<file path="config.mk">
export PLATFORM = sky130hd
export DESIGN_NAME = tx_frame_scheduler_flat
export DESIGN_NICKNAME = d
export VERILOG_FILES = /design/src/rtl/tx_frame_pkg.sv /design/src/rtl/tx_frame_scheduler_if.sv /design/src/rtl/tx_frame_scheduler_rr_arbiter.sv /design/src/rtl/tx_frame_scheduler.sv /design/src/flat_wrapper.sv
export SDC_FILE = /design/constraint.sdc
export NUM_CORES = 1
export LEC_CHECK = 0
export ABC_AREA = 0
export CORE_MARGIN = 5
export CORE_UTILIZATION = 40
export DETAILED_ROUTE_END_ITERATION = 10
export PLACE_DENSITY = 0.62
export SLEW_MARGIN = 0
export SYNTH_ARGS = -nofsm -noshare
export SYNTH_HDL_FRONTEND = slang
export SYNTH_SLANG_ARGS = --single-unit
</file>
<file path="constraint.sdc">
create_clock -name clk -period 3.4 [get_ports clk]
set_input_delay 0.68 -clock clk [delete_from_list [all_inputs] [get_ports clk]]
set_output_delay 0.68 -clock clk [all_outputs]
set_load 0.03 [all_outputs]
</file>
<file path="src/rtl/tx_frame_pkg.sv">
// Shared definitions for the tx frame scheduler slice.
// Contents: FSM state encoding, default SYNC byte, ID field width,
// frame overhead byte count and a byte-state helper.
// Optional feature macro: TX_FRAME_CHECKSUM_EN (adds the checksum byte).
package tx_frame_pkg;

  localparam int         ID_W         = 3;      // requester index width in the ID byte
  localparam logic [7:0] SYNC_DEFAULT = 8'hA5;

`ifdef TX_FRAME_CHECKSUM_EN
  localparam int FRAME_OVERHEAD = 4;            // SYNC, ID, LEN, CSUM
`else
  localparam int FRAME_OVERHEAD = 3;            // SYNC, ID, LEN
`endif

  typedef enum logic [3:0] {
    S_IDLE = 4'd0,
    S_ARB  = 4'd1,
    S_SYNC = 4'd2,
    S_ID   = 4'd3,
    S_LEN  = 4'd4,
    S_PAY  = 4'd5,
    S_CSUM = 4'd6,
    S_GAP  = 4'd7,
    S_DONE = 4'd8
  } state_t;

  // States in which a byte is on the wire (tx_enable_signal high).
  function automatic logic is_byte_state(input state_t s);
    return (s == S_SYNC) || (s == S_ID) || (s == S_LEN) || (s == S_PAY) || (s == S_CSUM);
  endfunction

endpackage

</file>
<file path="src/rtl/tx_frame_scheduler_if.sv">
// Requester bus plus tx_uart byte link of the frame scheduler.
//   req_valid/req_len/req_data  : per-requester frame offer (len, data are 8 bits per lane)
//   req_data_ready/grant        : pop strobe and one-hot frame owner
//   tx_enable_signal/tx_data    : byte launch towards tx_uart
//   tx_done_signal              : end-of-byte pulse from tx_uart
// slave modport = scheduler side, master modport = requesters + tx_uart side.
interface tx_frame_scheduler_if #(parameter int N_REQ = 2) ();
  logic [N_REQ-1:0]       req_valid;
  logic [N_REQ-1:0][7:0]  req_len;
  logic [N_REQ-1:0][7:0]  req_data;
  logic [N_REQ-1:0]       req_data_ready;
  logic [N_REQ-1:0]       grant;
  logic                   tx_enable_signal;
  logic [7:0]             tx_data;
  logic                   tx_done_signal;

  modport slave (
    input  req_valid, req_len, req_data, tx_done_signal,
    output req_data_ready, grant, tx_enable_signal, tx_data
  );

  modport master (
    output req_valid, req_len, req_data, tx_done_signal,
    input  req_data_ready, grant, tx_enable_signal, tx_data
  );
endinterface

</file>
<file path="src/rtl/tx_frame_scheduler_rr_arbiter.sv">
// Round-robin arbiter: searches from rr_ptr upward (wrapping) for the first
// requester and reports it combinationally; the pointer moves past the
// winner only on an en strobe with a valid winner.
//   clk, rst (async active-low), en : strobe that commits the grant
//   req                             : request vector
//   gnt / idx / found               : one-hot winner, its index, any winner
module rr_arbiter
  import tx_frame_pkg::*;
#(
  parameter int N_REQ = 2
) (
  input  logic             clk,
  input  logic             rst,
  input  logic             en,
  input  logic [N_REQ-1:0] req,
  output logic [N_REQ-1:0] gnt,
  output logic [ID_W-1:0]  idx,
  output logic             found
);

  logic [ID_W-1:0] rr_ptr;

  // k is the distance from rr_ptr; the first hit in k order wins.
  always_comb begin
    found = 1'b0;
    idx   = '0;
    gnt   = '0;
    for (int k = 0; k < N_REQ; k++)
      for (int j = 0; j < N_REQ; j++)
        if (!found && req[j] && (((int'(rr_ptr) + k) % N_REQ) == j)) begin
          found  = 1'b1;
          idx    = ID_W'(j);
          gnt[j] = 1'b1;
        end
  end

  always_ff @(posedge clk or negedge rst) begin
    if (!rst)
      rr_ptr <= '0;
    else if (en && found)
      rr_ptr <= (idx == ID_W'(N_REQ - 1)) ? '0 : idx + 1'b1;
  end

endmodule

</file>
<file path="src/rtl/tx_frame_scheduler.sv">
// Shares one tx_uart among N_REQ frame requesters. Each granted frame goes
// out as SYNC, ID, LEN, payload[LEN] (+ checksum when TX_FRAME_CHECKSUM_EN
// is defined), with GAP_CYC idle clocks after every byte except the last.
//   clk, rst (async active-low)
//   bus (slave)  : requester bus and tx_uart enable/data/done link
//   busy         : frame owned, from grant through frame_done
//   frame_done   : one-cycle pulse after the last byte's tx_done_signal
module tx_frame_scheduler
  import tx_frame_pkg::*;
#(
  parameter int         N_REQ     = 2,
  parameter logic [7:0] SYNC_BYTE = SYNC_DEFAULT,
  parameter int         GAP_CYC   = 2
) (
  input  logic                 clk,
  input  logic                 rst,
  tx_frame_scheduler_if.slave  bus,
  output logic                 busy,
  output logic                 frame_done
);

  localparam int GW = $clog2(GAP_CYC + 1);

`ifdef TX_FRAME_CHECKSUM_EN
  localparam state_t LAST_ST = S_CSUM;
`else
  localparam state_t LAST_ST = S_DONE;
`endif

  state_t           state, nxt_st, follow, after_q;
  logic [N_REQ-1:0] grant_q, arb_gnt;
  logic [ID_W-1:0]  win_q, arb_idx;
  logic             arb_found, launch_q;
  logic [7:0]       len_q, cnt_q, byte_q, cur_byte, sel_data, arb_len;
  logic [GW-1:0]    gap_q;
`ifdef TX_FRAME_CHECKSUM_EN
  logic [7:0]       csum_q;
`endif

  rr_arbiter #(.N_REQ(N_REQ)) u_arb (
    .clk   (clk),
    .rst   (rst),
    .en    (state == S_ARB),
    .req   (bus.req_valid),
    .gnt   (arb_gnt),
    .idx   (arb_idx),
    .found (arb_found)
  );

  // Lane muxes: winner's live payload byte and the arbitration winner's length.
  always_comb begin
    sel_data = '0;
    arb_len  = '0;
    for (int i = 0; i < N_REQ; i++) begin
      if (win_q == ID_W'(i))   sel_data = bus.req_data[i];
      if (arb_idx == ID_W'(i)) arb_len  = bus.req_len[i];
    end
  end

  // Byte that follows the current one. cnt_q still holds the count
  // including the byte in flight, so 1 means this is the last payload byte.
  always_comb begin
    follow = S_DONE;
    case (state)
      S_SYNC:  follow = S_ID;
      S_ID:    follow = S_LEN;
      S_LEN:   follow = (len_q != 8'd0) ? S_PAY : LAST_ST;
      S_PAY:   follow = (cnt_q != 8'd1) ? S_PAY : LAST_ST;
      default: follow = S_DONE;
    endcase
  end

  // State register
  always_ff @(posedge clk or negedge rst) begin
    if (!rst) state <= S_IDLE;
    else      state <= nxt_st;
  end

  // Next state; tx_done_signal only counts while a byte is on the wire.
  always_comb begin
    nxt_st = state;
    case (state)
      S_IDLE: if (|bus.req_valid) nxt_st = S_ARB;
      S_ARB:  nxt_st = arb_found ? S_SYNC : S_IDLE;
      S_GAP:  if (gap_q == '0) nxt_st = after_q;
      S_DONE: nxt_st = S_IDLE;
      default:
        if (is_byte_state(state) && bus.tx_done_signal)
          nxt_st = (follow == S_DONE) ? S_DONE : S_GAP;
    endcase
  end

  // Frame datapath
  always_ff @(posedge clk or negedge rst) begin
    if (!rst) begin
      grant_q  <= '0;
      win_q    <= '0;
      len_q    <= '0;
      cnt_q    <= '0;
      byte_q   <= '0;
      launch_q <= 1'b0;
      gap_q    <= '0;
      after_q  <= S_IDLE;
`ifdef TX_FRAME_CHECKSUM_EN
      csum_q   <= '0;
`endif
    end else begin
      launch_q <= is_byte_state(nxt_st) && (nxt_st != state);
      // Freeze the launched byte; PAY's source may move on after the pop.
      if (launch_q) byte_q <= cur_byte;
      if (state == S_ARB && arb_found) begin
        grant_q <= arb_gnt;
        win_q   <= arb_idx;
        len_q   <= arb_len;
        cnt_q   <= arb_len;
      end else if (state == S_DONE) begin
        grant_q <= '0;
      end
      if (nxt_st == S_GAP && state != S_GAP) begin
        gap_q   <= GW'(GAP_CYC - 1);
        after_q <= follow;
      end else if (state == S_GAP && gap_q != '0) begin
        gap_q   <= gap_q - 1'b1;
      end
      if (state == S_PAY && bus.tx_done_signal) cnt_q <= cnt_q - 8'd1;
`ifdef TX_FRAME_CHECKSUM_EN
      if (state == S_ARB)
        csum_q <= '0;
      else if (launch_q && (state == S_ID || state == S_LEN || state == S_PAY))
        csum_q <= csum_q + cur_byte;
`endif
    end
  end

  // Outputs
  always_comb begin
    cur_byte = '0;
    case (state)
      S_SYNC: cur_byte = SYNC_BYTE;
      S_ID:   cur_byte = 8'(win_q);
      S_LEN:  cur_byte = len_q;
      S_PAY:  cur_byte = sel_data;
`ifdef TX_FRAME_CHECKSUM_EN
      S_CSUM: cur_byte = csum_q;
`endif
      default: cur_byte = '0;
    endcase
    bus.tx_enable_signal = is_byte_state(state);
    bus.tx_data          = !is_byte_state(state) ? 8'd0 : (launch_q ? cur_byte : byte_q);
    bus.req_data_ready   = (state == S_PAY && launch_q) ? grant_q : '0;
    bus.grant            = grant_q;
    busy                 = |grant_q;
    frame_done           = (state == S_DONE);
  end

endmodule

</file>
<file path="src/flat_wrapper.sv">
// flat-port wrapper written by rule: the top's interface ports become plain ports
module tx_frame_scheduler_flat import tx_frame_pkg::*;
#(
  parameter int         N_REQ     = 2,
  parameter logic [7:0] SYNC_BYTE = SYNC_DEFAULT,
  parameter int         GAP_CYC   = 2
)
  (clk, rst, busy, frame_done, bus_req_valid, bus_req_len, bus_req_data, bus_tx_done_signal, bus_req_data_ready, bus_grant, bus_tx_enable_signal, bus_tx_data);
  tx_frame_scheduler_if #(.N_REQ(N_REQ)) bus_i ();
  input  logic clk;
  input  logic rst;
  output logic busy;
  output logic frame_done;
  input wire logic [$bits(bus_i.req_valid)-1:0] bus_req_valid;
  input wire logic [$bits(bus_i.req_len)-1:0] bus_req_len;
  input wire logic [$bits(bus_i.req_data)-1:0] bus_req_data;
  input wire logic [$bits(bus_i.tx_done_signal)-1:0] bus_tx_done_signal;
  output wire logic [$bits(bus_i.req_data_ready)-1:0] bus_req_data_ready;
  output wire logic [$bits(bus_i.grant)-1:0] bus_grant;
  output wire logic [$bits(bus_i.tx_enable_signal)-1:0] bus_tx_enable_signal;
  output wire logic [$bits(bus_i.tx_data)-1:0] bus_tx_data;
  assign bus_i.req_valid = bus_req_valid;
  assign bus_i.req_len = bus_req_len;
  assign bus_i.req_data = bus_req_data;
  assign bus_i.tx_done_signal = bus_tx_done_signal;
  assign bus_req_data_ready = bus_i.req_data_ready;
  assign bus_grant = bus_i.grant;
  assign bus_tx_enable_signal = bus_i.tx_enable_signal;
  assign bus_tx_data = bus_i.tx_data;
  tx_frame_scheduler #(.N_REQ(N_REQ), .SYNC_BYTE(SYNC_BYTE), .GAP_CYC(GAP_CYC)) u_core (.clk(clk), .rst(rst), .bus(bus_i), .busy(busy), .frame_done(frame_done));
endmodule
</file>
* Word-level counts from Yosys, hierarchy flattened
Index checks and enable logic that the tools add are counted.
Word-level totals: flip-flop bits (word level) 41, input port bits 37, word-level logic and storage cells 108
Operators by class: add/sub/neg operators 4, eq/ne operators 21, mux-type cells 34, bitwise logic cells 1, reduce and logical (&&, ||, !) cells 38
Operator list (number):
- logical NOT 32 bit | 2
- two-way mux 8 bit | 8
- == test 4 x 3 -> 1 bit, second input constant | 8
- one-hot mux 4 bit (4 select lines) | 2
- one-hot mux 8 bit (4 select lines) | 1
- two-way mux 4 bit | 6
- == test 4 x 2 -> 1 bit, second input constant | 4
- logical AND 1 bit | 14
- two-way mux 2 bit | 6
- two-way mux 1 bit | 9
- == test 4 bit, second input constant | 2
- logical OR 1 bit | 8
- != test 8 x 1 -> 1 bit, second input constant | 1
- nonzero test 2 bit | 4
- nonzero test 8 bit | 1
- subtractor 8 x 1 -> 8 bit, second input constant | 1
- == test 3 x 1 -> 1 bit, second input constant | 2
- logical NOT 3 bit | 2
- two-way mux 3 bit | 2
- == test 4 x 1 -> 1 bit, second input constant | 1
- logical NOT 4 bit | 1
- != test 4 x 3 -> 1 bit, second input constant | 1
- != test 4 bit | 1
- OR reduction 2 bit | 2
- other kinds (6) | 9

* Depth between registers and ports, before layout
Gate-level depths: netlist of run 1.
depth in word-level cells 23, gate-level depth with buffers 9

* Hierarchy
Synthesis of run 1 repeated with hierarchy kept, for this count alone.
Second synthesis, totals: cell total of the unflattened synthesis 303, area, all modules 2685.1 um^2
Modules (own cells, without submodules):
- tx_frame_scheduler | times used 1, cells each 292, area each 2597.5 um^2, sequential area each 1001.0 um^2
- rr_arbiter | times used 1, cells each 11, area each 87.6 um^2, sequential area each 25.0 um^2

* Worst setup path after synthesis of run 1
No wires, ideal clock.
path kind register to output, start point reg u_core.state[1], end point out bus_tx_data[0], arrival 1.715 ns, data required time 2.720 ns, slack 1.005 ns, stages on the path, launching flop included 6, cells stage by stage dfrtp_1 > buf_2 > and3_4 > or3_1 > inv_1 > and2_1
Between the ends: longest elaborated chain between the ends 6, elaborated cells between the ends (all ways) 12
RTL lines:
- from (decl) | RTL line tx_frame_scheduler.sv:30 | state_t state, nxt_st, follow, after_q;
- from (signal assigned) | RTL line tx_frame_scheduler.sv:76 | else state <= nxt_st;
- == test 4 x 2 -> 1 bit
- logical OR 1 bit (3 in a row)
- logical OR 1 bit (*)
- via bus_tx_enable_signal | RTL line flat_wrapper.sv:20 | output wire logic [$bits(bus_i.tx_enable_signal)-1:0] bus_tx_enable_signal;
- two-way mux 8 bit (*) | RTL line tx_frame_scheduler.sv:149 | bus.tx_data = !is_byte_state(state) ? 8'd0 : (launch_q ? cur_byte : byte_q);
- to (decl) | RTL line flat_wrapper.sv:21 | output wire logic [$bits(bus_i.tx_data)-1:0] bus_tx_data;
Mark *: on every way through the listed nets, which the timed path passes. The rest lies on a longest branch.

* Worst setup path in the final report of run 1
start point reg u_core.state[1], end point out bus_tx_data[3]
Between the ends: longest elaborated chain between the ends 6, elaborated cells between the ends (all ways) 12
RTL lines (RTL line):
- branches (longest 5 deep; another with one-hot mux 8 bit (4 select lines))
- two-way mux 8 bit (*) | tx_frame_scheduler.sv:149
Mark *: on every way between the ends.

==> metrics.cfg, run 1 <==
[yosys]
async_flop_share_pct=100
syn_area_per_cell_sq_um=9.57
ys_seq_elements=39
synth_edf_count=0
yosysTopAreaCellShare_pct=42.0
yosys-top-cells-area=dfrtp_1, mux2i_1, a21oi_1, nor2_1, nand2_1
muxShareOfSynthArea_pct=7.37
yosys.area_share.simple_pct=22.9
yosys_warnings=0
synthAdderAreaFrac_pct=1.61
synth_seq_area_share_pct=42.0
synth_xor_area_share_pct=1.51
synth-compound-area-share_pct=20.7
yosysTopAreaCell=dfrtp_1
synth_fp_nets=283
netlist_area_sq_um=2320
yosysUniqueCellTypes=56
synth-main-ff-cell=dfrtp_1
syn_inst=243
synth_top_family_by_area=simple AND/OR/NAND/NOR gates

[global_routing]
grt.total_usage_pct=16.0
grt_max_degree=40
antenna_found_initial=0
grt_overflow_total=0
grt_pass1_wl_um=9400
grt_pass1_vias=1933

[timing]
slew_viol_final=0
finalWorstPathRequiredPeriod_ns=3.23
relSlewSlack_pct=41.6
worst_pin_slew_ns=0.876
rsz0062_at_grt=false
fmax_mhz=310
fin_worst_skew_ns=0.00663
hold_viol_final=0
finalSetupTns_ns=0
setup_viol=0
post-route-period-util_pct=95.0

[setup_path]
crit_path_max_incr_delay_ns=0.58
cp.required_ns=2.72
critPathCaptureType=output port
crit_slowest_cell=clkdlybuf4s50_1
path_cells=buf_4 -> nor2b_1 -> o211ai_1 -> o2bb2ai_1 -> and2_1 -> clkdlybuf4s50_1
crit_fanout=11
arrival_ns=2.55
startpoint_type=register
critical_path_class=register to output port

[cts]
post-cts-setup-buffer-count=0
cts_root_buf=clkbuf_8
cts_tree=done
clk_path_buf_depth=2
cts.clk_slew.worst_paths_ns=0.08
post_cts_resized=0
cts_buffers=5
hold_buffers=0
clkSinkCount=39
cts.htree.levels=2
clk_latency_ns=0.29

[outcome]
outcome=completed

[die]
start_util_pct=41.7
die_y_um=86.2
coreArea_sq_um=5570
die_w_um=86.2
die_area_sq_um=7440
design.portCount=52
rows=27

[route]
drtIter0Drc=112
first_pass_iters=4
viasPerCell=5.38
post-route-drc-count=0
vias=1987
drt_wl_total_um=5650
wl_per_cell_um=15.3
postRouteAntennaNets=0

[power_and_ir_drop]
power_leakage_uw=0.00125
power_density_nw_per_um2=747
vdd_ir_drop_max_uv=343
finalPower_uw=2250

[layout]
fin_nets=337
area_delta_synth_final_pct=29.6
layout_commonest_cell=clkdlybuf4s50_1
fill_cells=537
layout_common_cells=clkdlybuf4s50_1, dfrtp_1, nor2_1, nand2_1, a21oi_1
layout-drive-gt1-share_pct=10.8
diodes=0

[min_path]
hold_path.class=register to register

[placed_design]
gp_congestion=0.881
portBuffers=51
dpl.hpwl_um=4300

[job]
maxCapViolCount=0

## worst max-delay path: cells and delay by family, from the launching register on
| family | cells | cell delay, ns |
|---|---|---|
| DFF | 1 | 0.41 |
| buffers and inverters | 2 | 0.77 |
| AOI/OAI and AO/OA | 2 | 0.74 |
| and+or+nand+nor | 2 | 0.33 |
## Yosys cell counts (2+ instances only)
library cell,n
nor3_1,6
nor4_1,2
and2_1,10
nor2_1,23
o22a_1,3
buf_2,7
o21ai_0,11
xor2_1,2
o211ai_1,2
and3_1,2
a21oi_1,18
nor4_2,3
nor2b_1,3
o2bb2ai_1,8
nand2b_1,3
xnor2_1,2
nand3_1,7
dfrtp_1,39
or3_1,2
inv_1,9
o21a_1,4
nand2_1,22
o22ai_1,2
mux2i_1,16
ha_1,3
a21o_1,3
clkbuf_1,2
## worst paths after layout
path	from	to	slack, ns	cells past startpoint
worst min-delay path	u_core.byte_q[2]	u_core.byte_q[2]	0.48	1
worst min register to register	u_core.byte_q[2]	u_core.byte_q[2]	0.48	1
worst max-delay path	u_core.state[1]	bus_tx_data[3]	0.17	6
worst max register to register	u_core.state[0]	u_core.launch_q	1.11	7
max in group asynchronous	rst	u_core.after_q[1]	2.35	1
min in group asynchronous	rst	u_core.cnt_q[7]	0.51	1
## metrics by stage
stage / setup slack, ns / hold WS (ns) / area [sq um] / util (%) / std cells
floorplan: 1.01 / 0.384 / 2320 / - / 243
global placement: 0.335 / 0.469 / 2930 / 52.5 / 362
detailed placement: 0.326 / 0.468 / 2930 / 52.5 / 362
CTS: 0.124 / 0.489 / 3010 / 54.1 / 369
global route: 0.0275 / 0.511 / 3010 / 54.1 / 369
finish: 0.170 / 0.483 / 3010 / 54.1 / 369
## sequential cells by signal (all words and copies together) (netlist names), 2 cells and up
signal	count
u_core.after_q	4
u_core.gap_q	2
u_core.cnt_q	8
u_core.len_q	8
u_core.byte_q	8
u_core.bus.grant	2
u_core.state	4
## power breakdown
part / total (uW) / switching, uW / internal (uW) / leakage [uW]
registers: 862 / 213 / 649 / 0.000481
clock network: 320 / 161 / 159 / 0.0000470
logic: 1070 / 577 / 493 / 0.000724
total: 2250 / 950 / 1300 / 0.00125
## metal layers
| layer | wire (um) | up-vias | share of wire (%) | track usage [%] |
|---|---|---|---|---|
| met5 | 0 | - | 0 | 0 |
| met4 | 77 | 0 | 1.4 | 5.10 |
| met3 | 338 | 6 | 6.0 | 3.80 |
| met2 | 2580 | 66 | 46 | 25.5 |
| met1 | 2650 | 927 | 47 | 21.6 |
| li1 | - | 988 | - | - |
## cell type report
| class | count | area (sq um) | area share [%] |
|---|---|---|---|
| clock buffer | 6 | 82.6 | 2.74 |
| tap | 72 | 90.1 | 2.99 |
| clock inverter | 1 | 5.00 | 0.166 |
| inverter | 10 | 37.5 | 1.25 |
| timing repair buffer | 58 | 558 | 18.5 |
| multi-input combinational | 183 | 1260 | 41.9 |
| sequential | 39 | 976 | 32.4 |
## logic make-up after synthesis
logic type               Yosys count
AO/OA/AOI/OAI                     66
XOR/XNOR                           4
adder cells (fa/ha/maj)            3
buffers and inverters             21
flip-flops                        39
multiplexers                      17
AND/OR/NAND/NOR                   93
No activity file was read; power rests on OpenSTA's default activity.
==> inputs of run 2 (changes only) <==
- CTS_BUF_LIST: default -> sky130_fd_sc_hd__clkbuf_2
==> metrics.cfg, run 2 (synthesis results as in run 1) <==
[timing]
whs_ns=0.353
hold_viol_final=0
slew_viol_final=0
finalWorstPathRequiredPeriod_ns=3.16
finalSetupTns_ns=0
rsz0062_at_grt=false
setup_viol=0
worst_pin_slew_ns=0.866
fmax_mhz=316
timing.final.ws_setup_ns=0.238
fin_worst_skew_ns=0.0211
relSlewSlack_pct=42.3
post-route-period-util_pct=93.0

[min_path]
hold_path.class=primary input to asynchronous set/reset pin

[setup_path]
worst_r2r_path_depth=8
crit_start=u_core.state[1]
r2r_end=u_core.launch_q
cp.required_ns=2.72
arrival_ns=2.48
critical_path_class=register to output port
crit_fanout=11
r2r_start=u_core.state[1]
r2r_setup_slack_ns=1.14
startpoint_type=register
critPathCaptureType=output port
critPathCapture=bus_tx_enable_signal

[cts]
clk_latency_ns=0.41
clkSinkCount=39
cts.clk_slew.worst_paths_ns=0.21
cts.htree.levels=2
hold_buffers=0
cts_buffers=5
cts_root_buf=clkbuf_2
clk_path_buf_depth=2
cts_tree=done

[power_and_ir_drop]
clkPwrFrac_pct=9.4
power_leakage_uw=0.00139
p_sw_uw=947
finalPower_uw=2140
comb_power_share_pct=50.4
swShare_pct=44.3
internal-power_uw=1190
vdd_ir_drop_max_uv=381
power_density_nw_per_um2=712
p_seq_share_pct=40.2

[global_routing]
antenna_found_initial=0
grt.total_usage_pct=15.8
grt_max_degree=40
grt_pass1_vias=1915
grt_pass1_wl_um=9360
grt_overflow_total=0

[placed_design]
post-place-ws_ns=0.326
gp_congestion=0.881
dpl.hpwl_um=4300
portBuffers=51
placed_cells=362

[route]
first_pass_iters=4
post-route-drc-count=0
drt_wl_total_um=5660
drtIter0Drc=111
vias=1998
wl_per_cell_um=15.2
viasPerCell=5.37
postRouteAntennaNets=0

[die]
die_area_sq_um=7440
die_y_um=86.2
start_util_pct=41.7
coreArea_sq_um=5570
die_w_um=86.2
rows=27
design.portCount=52

[layout]
diodes=0
layout-drive-gt1-share_pct=12.0
fin_cells=372
layout_commonest_cell=clkdlybuf4s50_1
top_regs=u_core.byte_q x8, u_core.cnt_q x8, u_core.len_q x8
fin_nets=340
layout_common_cells=clkdlybuf4s50_1, dfrtp_1, nor2_1, nand2_1, a21oi_1
area_delta_synth_final_pct=29.2

[job]
maxCapViolCount=0

[outcome]
outcome=completed

## run 2: how the worst min path moves through the flow
stage,startpoint,to,slack (ns)
finish,rst,u_core.cnt_q[7],0.35
global route,rst,u_core.cnt_q[0],0.40
floorplan,rst,u_core.after_q[0],0.38
CTS,rst,u_core.cnt_q[0],0.38
global placement,u_core.byte_q[6],u_core.byte_q[6],0.47
detailed placement,u_core.byte_q[4],u_core.byte_q[4],0.47
## run 2: what timing repair did
item,CTS,global route
pin swaps,1,2
gates resized for setup,0,10
gates cloned,0,0
setup endpoints to repair,3,8
buffers inserted,0,3
## run 2: power by group through the flow
stage          sequential, uW  combinational, uW  clock, uW
2_1_floorplan             805                795          0
3_5_place_dp              870               1080          0
4_1_cts                   858               1080        205
6_report                  860               1080        201
5_1_grt                   889               1210        228
3_3_place_gp              863               1060          0
## run 2: final cells by class
type	instances	area, sq um
Tap cell	72	90.1
Inverter	10	37.5
Clock inverter	2	8.76
Sequential cell	39	978
Timing Repair Buffer	61	601
Fill cell	537	2570
Clock buffer	5	25.0
Multi-Input combinational cell	183	1260
## run 2: metrics by stage
stage,util (%),area [sq um]
global placement,52.5,2930
detailed placement,52.5,2930
CTS,53.1,2960
floorplan,-,2320
finish,53.9,3000
global route,53.9,3000
## run 2: worst max-delay path, stage by stage (launching register included)
cell	delay, ns
dfrtp_1	0.45
buf_4	0.19
and3_4	0.19
or3_1	0.34
inv_1	0.20
clkdlybuf4s50_1	0.72
## run 2: per-layer routing
layer	wire, um	share of wire (%)	global-route usage (%)
met5	0	0	0
met4	62	1.1	4.25
met3	336	5.9	3.80
met2	2610	46	25.4
met1	2640	47	21.6
==> inputs of run 3 (changes only) <==
- CORE_UTILIZATION: 40 -> 50
- CTS_CLUSTER_DIAMETER: default -> 60
- PLACE_DENSITY: 0.62 -> 0.75
==> metrics.cfg, run 3 (synthesis results as in run 1) <==
[global_routing]
grt_pass1_wl_um=9180
grt_max_degree=40
grt.total_usage_pct=18.8
antenna_found_initial=0
grt_overflow_total=0
grt_pass1_vias=1999

[cts]
cts.clk_slew.worst_paths_ns=0.18
clkSinkCount=39
cts_root_buf=clkbuf_2
cts.htree.levels=2
clk_latency_ns=0.38
cts_tree=done
cts_buffers=5
post_cts_resized=2
post-cts-setup-buffer-count=0
hold_buffers=0
clk_path_buf_depth=2

[setup_path]
cp.required_ns=2.72
crit_slowest_cell=clkdlybuf4s50_1
crit_path_max_incr_delay_ns=0.72
crit_fanout=9
arrival_ns=2.54
r2r_end=u_core.launch_q
r2r_setup_slack_ns=1.15
critPathTopFamily=buffers and inverters
critical_path_class=register to output port
r2r_start=u_core.state[2]
path_cells=buf_4 -> and3_4 -> or3_1 -> inv_1 -> clkdlybuf4s50_1
startpoint_type=register
critPathBufInv=3
worst_r2r_path_depth=8
critPathCaptureType=output port

[timing]
worst_pin_slew_ns=0.869
relSlewSlack_pct=42.1
slew_viol_final=0
setup_viol=0
finalWorstPathRequiredPeriod_ns=3.22
post-route-period-util_pct=94.8
fmax_mhz=310
fin_worst_skew_ns=0.00731
finalSetupTns_ns=0
hold_viol_final=0
rsz0062_at_grt=false

[job]
maxCapViolCount=0

[route]
first_pass_iters=4
postRouteAntennaNets=0
drt_wl_total_um=5440
drtIter0Drc=138
wl_per_cell_um=15.6
post-route-drc-count=0
vias=1967
viasPerCell=5.64

[layout]
finalInstanceArea_sq_um=2950
fill_cells=377
diodes=0
area_delta_synth_final_pct=27.0
top_regs=u_core.byte_q x8, u_core.cnt_q x8, u_core.len_q x8
layout_commonest_cell=clkdlybuf4s50_1
layout_common_cells=clkdlybuf4s50_1, dfrtp_1, nor2_1, nand2_1, a21oi_1
fin_nets=337
fin_cells=349
layout-drive-gt1-share_pct=10.8

[die]
die_area_sq_um=6110
start_util_pct=52.3
coreArea_sq_um=4440
rows=24
die_y_um=78.2
die_w_um=78.2
design.portCount=52

[placed_design]
dpl.hpwl_um=4130
placed_cells=342
gp_congestion=0.869
portBuffers=51
placed_area_sq_um=2900

[min_path]
hold_path.class=primary input to asynchronous set/reset pin

[power_and_ir_drop]
vdd_ir_drop_max_uv=291
power_density_nw_per_um2=717
finalPower_uw=2120
power_leakage_uw=0.00137

[outcome]
outcome=completed

[run 3: changes by cell type in the layout (fill, tap and decap cells not counted)]
cell,before,now
dlygate4sd2_1,0,1
dlymetal6s2s_1,8,7
buf_4,10,7
dfrtp_2,2,1
dfrtp_1,37,38
[run 3: final cells by class]
type                            count  area [sq um]  share of cell area [%]
Multi-Input combinational cell    183          1260                    42.8
Sequential cell                    39           977                    33.1
Timing Repair Buffer               58           574                    19.5
Tap cell                           52          65.1                    2.20
Inverter                           10          37.5                    1.27
Clock buffer                        5          25.0                   0.848
Clock inverter                      2          8.76                   0.297
[run 3: how the worst max path moves through the flow]
stage                           startpoint                   end  slack, ns  depth (start not counted)
final                      u_core.state[2]  bus_tx_enable_signal       0.18                          5
after global routing       u_core.state[2]  bus_tx_enable_signal      0.002                          5
after CTS                  u_core.state[2]        bus_tx_data[5]      0.006                          6
after detailed placement  bus_req_data[13]        bus_tx_data[5]       0.30                          6
after global placement    bus_req_data[10]        bus_tx_data[2]       0.33                          6
after floorplan            u_core.state[1]        bus_tx_data[0]       1.01                          5
[run 3: stage by stage]
step	util (%)	hold WS, ns	setup slack [ns]
after detailed placement	65.3	0.470	0.305
after CTS	66.0	0.389	0.00571
final	66.4	0.387	0.177
after global routing	66.4	0.428	0.00199
after global placement	65.3	0.464	0.327
after floorplan	-	0.384	1.01
[run 3: report_power, final]
| part | switching, uW | total (uW) | internal [uW] |
|---|---|---|---|
| clock network | 145 | 189 | 43.5 |
| logic | 563 | 1060 | 492 |
| registers | 225 | 872 | 647 |
| total | 933 | 2120 | 1180 |
[run 3: routing by layer]
layer,GRT usage (%),share of wire (%)
met4,5.42,1.0
met1,26.0,47
met5,0,0
met3,4.23,5.0
met2,29.6,47
